`config.mk`:
```
export PLATFORM = sky130hd
export DESIGN_NAME = ioctl_upload_reader
export DESIGN_NICKNAME = d
export VERILOG_FILES = /design/src/rtl/ioctl_upload_reader.sv
export SDC_FILE = /design/constraint.sdc
export NUM_CORES = 1
export LEC_CHECK = 0
export CORE_MARGIN = 5
export CORE_UTILIZATION = 33
export CTS_CLUSTER_DIAMETER = 60
export DETAILED_ROUTE_END_ITERATION = 12
export MAX_ROUTING_LAYER = met4
export PLACE_DENSITY_LB_ADDON = 0.08
export RECOVER_POWER = 25
export SYNTH_ARGS = -nofsm -noshare
export SYNTH_HDL_FRONTEND = slang
export SYNTH_SLANG_ARGS = --single-unit
```
`constraint.sdc`:
```
create_clock -name clk_sys -period 2.4 [get_ports clk_sys]
set_input_delay 0.48 -clock clk_sys [delete_from_list [all_inputs] [get_ports clk_sys]]
set_output_delay 0.48 -clock clk_sys [all_outputs]
set_load 0.02 [all_outputs]
```
`src/rtl/ioctl_upload_reader.sv`:
```
// ioctl upload read path: serves HPS reads from core RAM, tracks game writes.
// Optional UPLOAD_CHECKSUM_EN: read at 2**AW returns session byte sum.
module ioctl_upload_reader #(
    parameter int          AW     = 12,
    parameter int          RD_LAT = 2,
    parameter logic [23:0] QUIET  = 24'd1_000_000,
    parameter logic [7:0]  INDEX  = 8'd4
) (
    input  logic          clk_sys,
    input  logic          reset_n,
    input  logic          ioctl_upload,
    input  logic [7:0]    ioctl_index,
    input  logic          ioctl_rd,
    input  logic [24:0]   ioctl_addr,
    output logic [7:0]    ioctl_din,
    output logic          ioctl_upload_req,
    output logic [AW-1:0] mem_addr,
    output logic          mem_rd,
    input  logic [7:0]    mem_q,
    input  logic          mem_wr_mon,
    output logic          pause_req,
    output logic          busy
);

    typedef enum logic [1:0] {
        IDLE  = 2'd0,
        OPEN  = 2'd1,
        FETCH = 2'd2,
        HOLD  = 2'd3
    } state_t;

    localparam logic [24:0] RAM_BYTES = 25'(1) << AW;
    localparam logic [2:0]  LAT_LAST  = 3'(RD_LAT - 1);

    state_t      state, state_n;
    logic        sess_r;
    logic [2:0]  lat_cnt;
    logic        cur_ram;
    logic        cur_sum;
    logic        pend_v;
    logic [24:0] pend_addr;
    logic        dirty;
    logic        wr_sess;
    logic [23:0] qcnt;

    logic        launch;
    logic        done;
    logic [24:0] l_addr;
    logic        l_in_ram;
    logic        sess_end;
    logic        req;
    logic [7:0]  fetch_byte;

`ifdef UPLOAD_CHECKSUM_EN
    logic [7:0]  csum;
`endif

    assign sess_end  = (state != IDLE) && !sess_r;
    assign l_in_ram  = l_addr < RAM_BYTES;
    assign pause_req = state != IDLE;
    assign busy      = state == FETCH;

    // Quiet window elapsed with no write this cycle: hand off to HPS.
    assign req = dirty && (qcnt == QUIET) && (state == IDLE) && !mem_wr_mon;
    assign ioctl_upload_req = req;

    always_comb begin
        state_n = state;
        launch  = 1'b0;
        done    = 1'b0;
        l_addr  = ioctl_addr;
        if (sess_end) begin
            state_n = IDLE;
        end else begin
            unique case (state)
                IDLE: begin
                    if (sess_r) state_n = OPEN;
                end
                OPEN: begin
                    if (ioctl_rd) begin
                        launch  = 1'b1;
                        state_n = FETCH;
                    end
                end
                FETCH: begin
                    if (lat_cnt == LAT_LAST) begin
                        done    = 1'b1;
                        state_n = HOLD;
                    end
                end
                HOLD: begin
                    if (ioctl_rd) begin
                        launch  = 1'b1;
                        state_n = FETCH;
                    end else if (pend_v) begin
                        launch  = 1'b1;
                        l_addr  = pend_addr;
                        state_n = FETCH;
                    end else begin
                        state_n = OPEN;
                    end
                end
                default: state_n = IDLE;
            endcase
        end
    end

    always_comb begin
        fetch_byte = cur_ram ? mem_q : 8'hFF;
`ifdef UPLOAD_CHECKSUM_EN
        if (cur_sum) fetch_byte = csum;
`endif
    end

    always_ff @(posedge clk_sys or negedge reset_n) begin
        if (!reset_n) begin
            state     <= IDLE;
            sess_r    <= 1'b0;
            lat_cnt   <= 3'd0;
            cur_ram   <= 1'b0;
            cur_sum   <= 1'b0;
            pend_v    <= 1'b0;
            pend_addr <= 25'd0;
            ioctl_din <= 8'h00;
            mem_addr  <= '0;
            mem_rd    <= 1'b0;
        end else begin
            state  <= state_n;
            sess_r <= ioctl_upload && (ioctl_index == INDEX);
            mem_rd <= 1'b0;
            if (state == FETCH) lat_cnt <= lat_cnt + 3'd1;
            if (launch) begin
                lat_cnt <= 3'd0;
                cur_ram <= l_in_ram;
                cur_sum <= l_addr == RAM_BYTES;
                pend_v  <= 1'b0;
                if (l_in_ram) begin
                    mem_addr <= l_addr[AW-1:0];
                    mem_rd   <= 1'b1;
                end
            end
            if (state == FETCH && sess_r && ioctl_rd) begin
                pend_v    <= 1'b1;
                pend_addr <= ioctl_addr;
            end
            if (done) ioctl_din <= fetch_byte;
            if (sess_end) pend_v <= 1'b0;
        end
    end

`ifdef UPLOAD_CHECKSUM_EN
    always_ff @(posedge clk_sys or negedge reset_n) begin
        if (!reset_n) begin
            csum <= 8'h00;
        end else if (state == IDLE && sess_r) begin
            csum <= 8'h00;
        end else if (done && !cur_sum) begin
            csum <= csum + fetch_byte;
        end
    end
`endif

    // Session-time writes survive the hand-over clear and re-arm dirty.
    always_ff @(posedge clk_sys or negedge reset_n) begin
        if (!reset_n) begin
            dirty   <= 1'b0;
            wr_sess <= 1'b0;
            qcnt    <= 24'd0;
        end else begin
            if (mem_wr_mon) qcnt <= 24'd0;
            else if (qcnt != QUIET) qcnt <= qcnt + 24'd1;
            if (sess_end) begin
                dirty   <= wr_sess || mem_wr_mon;
                wr_sess <= 1'b0;
            end else begin
                if (req) dirty <= 1'b0;
                else if (mem_wr_mon) dirty <= 1'b1;
                if (state != IDLE && mem_wr_mon) wr_sess <= 1'b1;
            end
        end
    end

endmodule

```
# After elaboration in Yosys (flattened, before gate mapping)
# Cells that the tools add are included.
totals:
  wordCells: 79
  ramBits: 0
  in_bits: 46
  latch_bits: 0
  n_memories: 0
  output_inout_bits: 24
  ff_bits: 80
  rom_bits: 0
op_classes:
  muxes: 34
  multipliers: 0
  n_shift: 0
  add_sub_neg: 2
  bitwise: 0
  n_lt_le_gt_ge: 1
  div: 0
  n_eq_ne: 10
  reduce_logical: 20
op_table:
  columns: ["op", "n"]
  rows:
  - ["$mux W25", 4]
  - ["$mux W24", 2]
  - ["$lt A25 B13 Y1 const B", 1]
  - ["$add A24 B1 Y24 const B", 1]
  - ["$eq A24 B20 Y1 const B", 1]
  - ["$ne A24 B20 Y1 const B", 1]
  - ["$mux W1", 17]
  - ["$mux W2", 6]
  - ["$eq A8 B3 Y1 const B", 1]
  - ["$logic_and A1 B1 Y1", 8]
  - ["$mux W8", 1]
  - ["$pmux W2 S4", 1]
  - ["$reduce_bool A2 Y1", 4]
  - ["$mux W3", 2]
  - ["$ne A3 B3 Y1 const B", 2]
  - ["$reduce_bool A3 Y1", 2]
  - ["$eq A2 B2 Y1 const B", 2]
  - ["$add A3 B1 Y3 const B", 1]
  - ["$eq A3 B1 Y1 const B", 1]
  - ["$ne A3 B1 Y1 const B", 1]
  - ["$reduce_and A3 Y1", 1]
  - ["$eq A2 B1 Y1 const B", 1]
  - ["$logic_not A1 Y1", 2]
  - ["$logic_not A2 Y1", 1]
  - ["3 further kinds", 3]

# Longest topological paths before layout
# Gate-level depths: netlist of the first run.
depth:
  word_depth: 7
  depth_mapped: 6
  ltp_nobuf: 6

# Least setup slack after synthesis of the first run
# Ideal clock, no wire load.
synth_timing:
  path_kind: "reg-to-output"
  from: "register qcnt[0]"
  to: "output ioctl_upload_req"
  path_slack_ps: 419
  required_time_ps: 1920
  path_stages_with_launch: 6
  path_buffers: 0
  t_arrival_ps: 1501
  cell_sequence: "dfrtp_1 -> inv_1 -> ha_1 -> nor3b_1 -> nand4_1 -> nor3_1"
synth_via:
  elab_chain_cells: 4
synth_rtl:
  columns: ["item", "line_no", "source"]
  rows:
  - ["from (decl)", "44", "logic [23:0] qcnt;"]
  - ["from (signal assigned)", "171", "else if (qcnt != QUIET) qcnt <= qcnt + 24'd1;"]
  - ["$eq A24 B20 Y1", "64", "assign req = dirty && (qcnt == QUIET) && (state == IDLE) && !mem_wr_mon;"]
  - ["$logic_and A1 B1 Y1 (3 in series)", "64", null]
  - ["to (decl)", "16", "output logic ioctl_upload_req,"]
# Every way passes these cells.

# Final worst setup path of the first run
layout_timing:
  from: "register qcnt[4]"
  to: "output ioctl_upload_req"
# Same word-level chain as after synthesis.

==> summary.txt, run 1 <==
Placement
  – Port bufs: 69
  – Placed Cells: approximately 560
  – Placer Congestion: 0.737
  – DP HPWL: roughly 6100 µm
  – Placed Area: roughly 4800 µm²

Synth
  – Post-synthesis cell count: 332
  – Post-synth ARST share: 1.00
  – Post-synthesis net count: between 300 and 400
  – Number of synthesized flops with an enable pin: 0
  – Commonest cells in the netlist: 80 x dfrtp_1, 52 x mux2_2, 25 x nor2_1, 21 x o21ai_0, 20 x nand2_1
  – Synth area leaders: dfrtp_1 53%, mux2_2 16%, o21ai_0 2.8%
  – Most common cell in the synthesized netlist: dfrtp_1
  – Syn Area/Cell: 11.4 µm²
  – Synth Register Bits: 80
  – Post-synth cell types: 44
  – Synth Flop Type: dfrtp_1
  – Synthesized area: 3780 µm²
  – Synth Warn #: 0
  – Yosys top cell area share: 0.530
  – Post-synthesis sequential area ratio: 0.530
  – Area leader, netlist: dfrtp_1

Worst setup path
  – Worst Path Required: between 1500 and 2000 ps
  – WP buf/inv: 1
  – Slowest cell on the critical path: dfrtp_1
  – CP endpoint kind: primary output
  – Delay-heaviest family, CP: simple AND/OR/NAND/NOR gates
  – CP peak stage delay: ~380 ps
  – Worst path cell trace: nor4bb_2 > nand4_1 > nor3_2 > clkdlybuf4s15_2
  – Peak fanout along the critical path: 2
  – Startpoint types: register
  – Worst flop-to-flop path startpoint: qcnt[2]
  – CP arrival: 1800 ps
  – Launch point of the critical path: qcnt[4]
  – Worst Setup Path Type: register to primary output

GRT
  – Vias in the first global route: 2,938
  – Initial antenna violation count: 0
  – Pin count of the biggest net entering global routing: 43
  – Total GRT Usage: 0.138
  – First-pass GRT wire length: 14,400 µm
  – GRT overflow: 0

Timing
  – Endpoints failing setup: 0
  – TNS Setup: 0 ps
  – Clock Skew: 4.74 ps
  – Max-slew headroom: 0.281
  – Tmin final: 2280 ps
  – Unrepaired setup endpoints after global routing: no
  – Fin crit share: 0.950
  – Worst-Margin Slew: 1080 ps
  – Max-slew violation count: 0
  – Fmax: 439 MHz
  – Fin. Hold Viols: 0

Detailed routing
  – Via density: 4.87
  – DR DRC count: 0
  – DRT iter0 DRCs: 67
  – ANT nets after route: 0
  – Drt pass-1 iters: 4
  – Routed vias: 2,789
  – DR WL/cell: 14.9 µm
  – Final wirelength: 8560 µm

Floorplan
  – Die Ht: around 120 µm
  – Row count: 39
  – Die Wd: 117 µm
  – Initial Utilization: 0.334
  – Die area: 13,700 µm²
  – Core area: 11,300 µm²
  – IO Pins: 70

Power
  – P per Cell Area: between 500 and 600 nW/µm²
  – Pleak: 2.28 nW
  – Peak VDD IR: ~0.37 mV
  – Total power: 2.93 mW

Job
  – Max-cap violations: 0

Layout
  – Layout fillers: between 1,000 and 1,500
  – Layout cell share with drive strength beyond 1: 0.244
  – Layout Nets: between 400 and 500
  – P&R area growth vs syn: 35.5%
  – Fin cells: 573
  – Ant diodes: 0
  – Post-route cell area: 5110 µm²
  – Fin util: 0.452

Clock network
  – Post-CTS Setup Bufs: 0
  – Clk slew on worst S/H paths: 60 ps
  – Worst-Skew Late Latency: 330 ps
  – Clk root buf: clkbuf_16
  – CTS Hold Bufs: 0
  – H-tree levels: 3
  – CTS tree: yes
  – # clock sinks: 80
  – CTS max path bufs: 2
  – CTS Buf Count: 9

Status
  – Status: finished, final reports clean

Min path
  – Worst hold path type: input pin to asynchronous set/reset pin
## cell type report
class,instances,area (µm²),share of cell area
sequential,80,2000,0.391
clock buffer,12,256,0.0501
tap,143,179,0.0350
inverter,9,33.8,0.00660
timing repair buffer,95,917,0.179
clock inverter,4,52.6,0.0103
multi-input combinational,230,1670,0.327
## metrics by stage
step	worst slack (ps)	hold WS, ps
floorplan	419	184
global placement	-104	463
detailed placement	-86.2	473
CTS	42.8	171
global route	11.7	457
finish	121	341
## worst reg2reg max path, cell delays in order (launching register included)
cell and delay, ps:
dfrtp_1 360, buf_4 130, and3_1 370, nand4_1 440, or4_1 540, a21oi_1 170
## timing repair
item,CTS,global route
gates cloned,0,0
setup endpoints to repair,1,1
resized for setup,5,3
## state kept, by name (all words and copies together) (netlist names)
register and count:
cur_ram 1, lat_cnt 3, mem_addr 12, pend_addr 25
qcnt 24, mem_rd 1, wr_sess 1, state 2
ioctl_din 8, dirty 1, sess_r 1, pend_v 1
## kinds of logic after synthesis
kind of cell	count (synthesis)	share of synthesized area
XOR/XNOR	10	0.0232
AO/OA/AOI/OAI	49	0.0726
buffers and inverters	22	0.0325
multiplexers	52	0.155
AND/OR/NAND/NOR	115	0.173
adder cells (fa/ha/maj)	4	0.0133
flip-flops	80	0.530
## where the power goes
group | total [mW] | internal [mW] | switching, mW
combinational | 0.174 | 0.0976 | 0.0760
sequential | 1.37 | 1.36 | 0.00659
clock | 1.39 | 0.864 | 0.524
## routing by layer
| metal | global-route usage | vias to the layer above | routed length, µm | part of all wire |
|---|---|---|---|---|
| met2 | 0.207 | 57 | 3920 | 0.46 |
| met4 | 0.0489 | 0 | 105 | 0.012 |
| met5 | - | - | 0 | 0 |
| met1 | 0.187 | 1335 | 4170 | 0.49 |
| li1 | - | 1385 | - | - |
| met3 | 0.0252 | 12 | 363 | 0.042 |
## layout by cell type, fill, tap and decap left out, types with 5 or more instances in the layout
cell	count
a21oi_1	19
buf_4	22
clkbuf_16	9
clkdlybuf4s50_1	67
dfrtp_1	80
inv_1	8
mux2_2	52
nand2_1	20
nand3_1	7
nand4_1	8
nor2_1	25
nor4_1	8
o21ai_0	21
or3_1	6
or4_1	5
xor2_1	9
## path summary, 6_finish.rpt
path,to,slack (ps),cells past startpoint
worst max-delay path,ioctl_upload_req,120,4
worst min-delay path,qcnt[4],340,1
worst max register to register,qcnt[22],310,5
worst min register to register,ioctl_din[6],480,2
max in group asynchronous,qcnt[13],780,2
min in group clk_sys,ioctl_din[6],480,2
Power figures use the tool's default switching activity.
==> run 2: changes to the inputs <==
CTS_CLUSTER_DIAMETER = 80   (was 60)
TNS_END_PERCENT = 20   (was default)
==> results of run 2 <==
Final layout, timing and power as in run 1 (identical DEF).
==> run 3: changes to the inputs <==
CELL_PAD_IN_SITES_DETAIL_PLACEMENT = 1   (was default)
CELL_PAD_IN_SITES_GLOBAL_PLACEMENT = 1   (was default)
GPL_TIMING_DRIVEN = 0   (was default)
clock period = 2.3 ns   (was 2.4 ns; I/O delays follow)
==> run 3 against run 2 <==
Global-route usage is 1.2 points higher. Sequential power is 4% higher. Die area stayed put. Via count is 1.3% higher. Sequential cell count stayed put. Final cell count is 1.9% lower. Clock skew hardly changed. Critical endpoint is now mem_addr[5]. Highest routed layer unchanged.
==> summary.txt, run 3 (synthesis gave the netlist of run 1 again) <==
Worst setup path
  – Worst flop-to-flop path startpoint: state[0]
  – CP arrival: 2410 ps
  – CP endpoint kind: register
  – Worst Reg2Reg Path Length in Cells: 5
  – Peak fanout along the critical path: 10
  – FF-to-FF End: mem_addr[5]
  – Worst Setup Path Type: input pin to register
  – Worst Path Required: 2520 ps
  – Startpoint types: input pin
  – Worst R2R Setup Slack: 210 ps

Timing
  – Fin crit share: 0.953
  – Max-slew violation count: 0
  – Max-slew headroom: 0.00950
  – Tmin final: 2190 ps
  – Unrepaired setup endpoints after global routing: no
  – WHS: 469 ps
  – Clock Skew: ~4.8 ps
  – Fin. Hold Viols: 0
  – Worst-Margin Slew: 1490 ps
  – Endpoints failing setup: 0
  – Fmax: 456 MHz
  – Worst setup margin: 108 ps

Clock network
  – CTS max path bufs: 2
  – CTS tree: yes
  – Clk root buf: clkbuf_16
  – Clk slew on worst S/H paths: 60 ps
  – Worst-Skew Late Latency: 340 ps
  – CTS Buf Count: 9
  – H-tree levels: 3
  – # clock sinks: 80

Detailed routing
  – DR DRC count: 0
  – ANT nets after route: 0
  – Drt pass-1 iters: 4
  – Via density: between 5 and 6
  – DRT iter0 DRCs: 84
  – Final wirelength: about 9000 µm
  – Routed vias: 2,824
  – DR WL/cell: roughly 16 µm

Floorplan
  – Die Ht: 117 µm
  – Row count: 39
  – Die Wd: 117 µm
  – Die area: 13,700 µm²
  – Initial Utilization: 0.334
  – Core area: about 11,000 µm²
  – IO Pins: 70

Layout
  – Max reg flops: 25
  – Layout Nets: between 400 and 500
  – Layout cell share with drive strength beyond 1: 0.220
  – Ant diodes: 0
  – Register with the most flip-flops: pend_addr
  – Largest regs: pend_addr (25), qcnt (24), mem_addr (12)
  – P&R area growth vs syn: 32.5%
  – Commonest non-fill, non-tap cell in the layout: dfrtp_1
  – Most frequent cells in the layout: 79 x dfrtp_1, 66 x clkdlybuf4s50_1, 52 x mux2_2
  – Post-route cell area: 5000 µm²

GRT
  – Total GRT Usage: 0.150
  – Pin count of the biggest net entering global routing: 57
  – First-pass GRT wire length: ~15,000 µm
  – Initial antenna violation count: 0
  – Vias in the first global route: just over 3,000
  – GRT overflow: 0

Placement
  – Placer Congestion: 0.730
  – Placed Area: 4670 µm²
  – Worst slack, placed: -253 ps
  – DP HPWL: ~6500 µm
  – Port bufs: 69

Min path
  – Worst hold path type: input pin to asynchronous set/reset pin

Power
  – Pleak: 2.21 nW
  – P per Cell Area: slightly below 600 nW/µm²
  – Peak VDD IR: 0.309 mV

Status
  – Status: finished, final reports clean

Job
  – Max-cap violations: 0
## run 3: cell types whose count changed in the layout (fill, tap and decap cells not counted), moves of 2 or more
| cell | before | now |
|---|---|---|
| clkinv_4 | 2 | 0 |
| clkbuf_1 | 1 | 6 |
| clkbuf_2 | 2 | 0 |
| buf_6 | 0 | 2 |
| buf_4 | 22 | 4 |
| buf_12 | 3 | 0 |
| buf_2 | 0 | 5 |
## run 3: worst max-delay path: stages
cell	delay [ps]
clkdlybuf4s50_1	610
nor4bb_1	400
and4_1	240
a41o_2	180
buf_8	170
mux2_2	340
## run 3: metal layers
layer	up-vias	wire length, µm	track usage
li1	1364	-	-
met1	1388	4380	0.201
met2	59	4030	0.215
met3	13	447	0.0370
met4	0	187	0.0688
met5	-	0	-
## run 3: layout make-up
type / instances / area (µm²)
buffer: 13 / 88.8
fill: 1221 / 6320
tap: 143 / 179
clock inverter: 2 / 12.5
multi-input combinational: 230 / 1690
timing repair buffer: 71 / 719
clock buffer: 14 / 274
sequential: 80 / 2000
inverter: 9 / 33.8
## run 3: what timing repair did
action | 4_1_cts | 5_1_grt
endpoints found under the setup margin | 1 | 3
gates resized for setup | 12 | 3
hold buffers | 0 | 0
buffers inserted | 1 | 0
pin swaps | 2 | 0
## run 3: per-stage QoR
stage / util / TNS, ps / cells / power (mW)
2_1_floorplan: - / 0 / 332 / 1.50
3_3_place_gp: 0.410 / -189940 / 544 / 1.63
3_5_place_dp: 0.413 / -2750 / 545 / 1.63
4_1_cts: 0.442 / 0 / 562 / 3.04
5_1_grt: 0.442 / 0 / 562 / 3.12
6_report: 0.442 / 0 / 562 / 2.98
## run 3: power by group
group / leakage [nW] / switching (mW) / internal (mW)
logic: 1.02 / 0.0757 / 0.100
clock network: 0.139 / 0.555 / 0.819
registers: 1.05 / 0.00907 / 1.42
total: 2.21 / 0.640 / 2.34
## run 3: how the worst max path moves through the flow
| stage | to | start | slack (ps) | depth (start not counted) |
|---|---|---|---|---|
| final | mem_addr[5] | ioctl_rd | 110 | 6 |
| after global routing | ioctl_upload_req | qcnt[0] | 20 | 6 |
| after detailed placement | mem_addr[5] | ioctl_rd | -250 | 5 |
| after CTS | busy | state[0] | 50 | 3 |
| after floorplan | ioctl_upload_req | qcnt[0] | 340 | 5 |
| after global placement | pend_addr[22] | reset_n | -2340 | 1 |
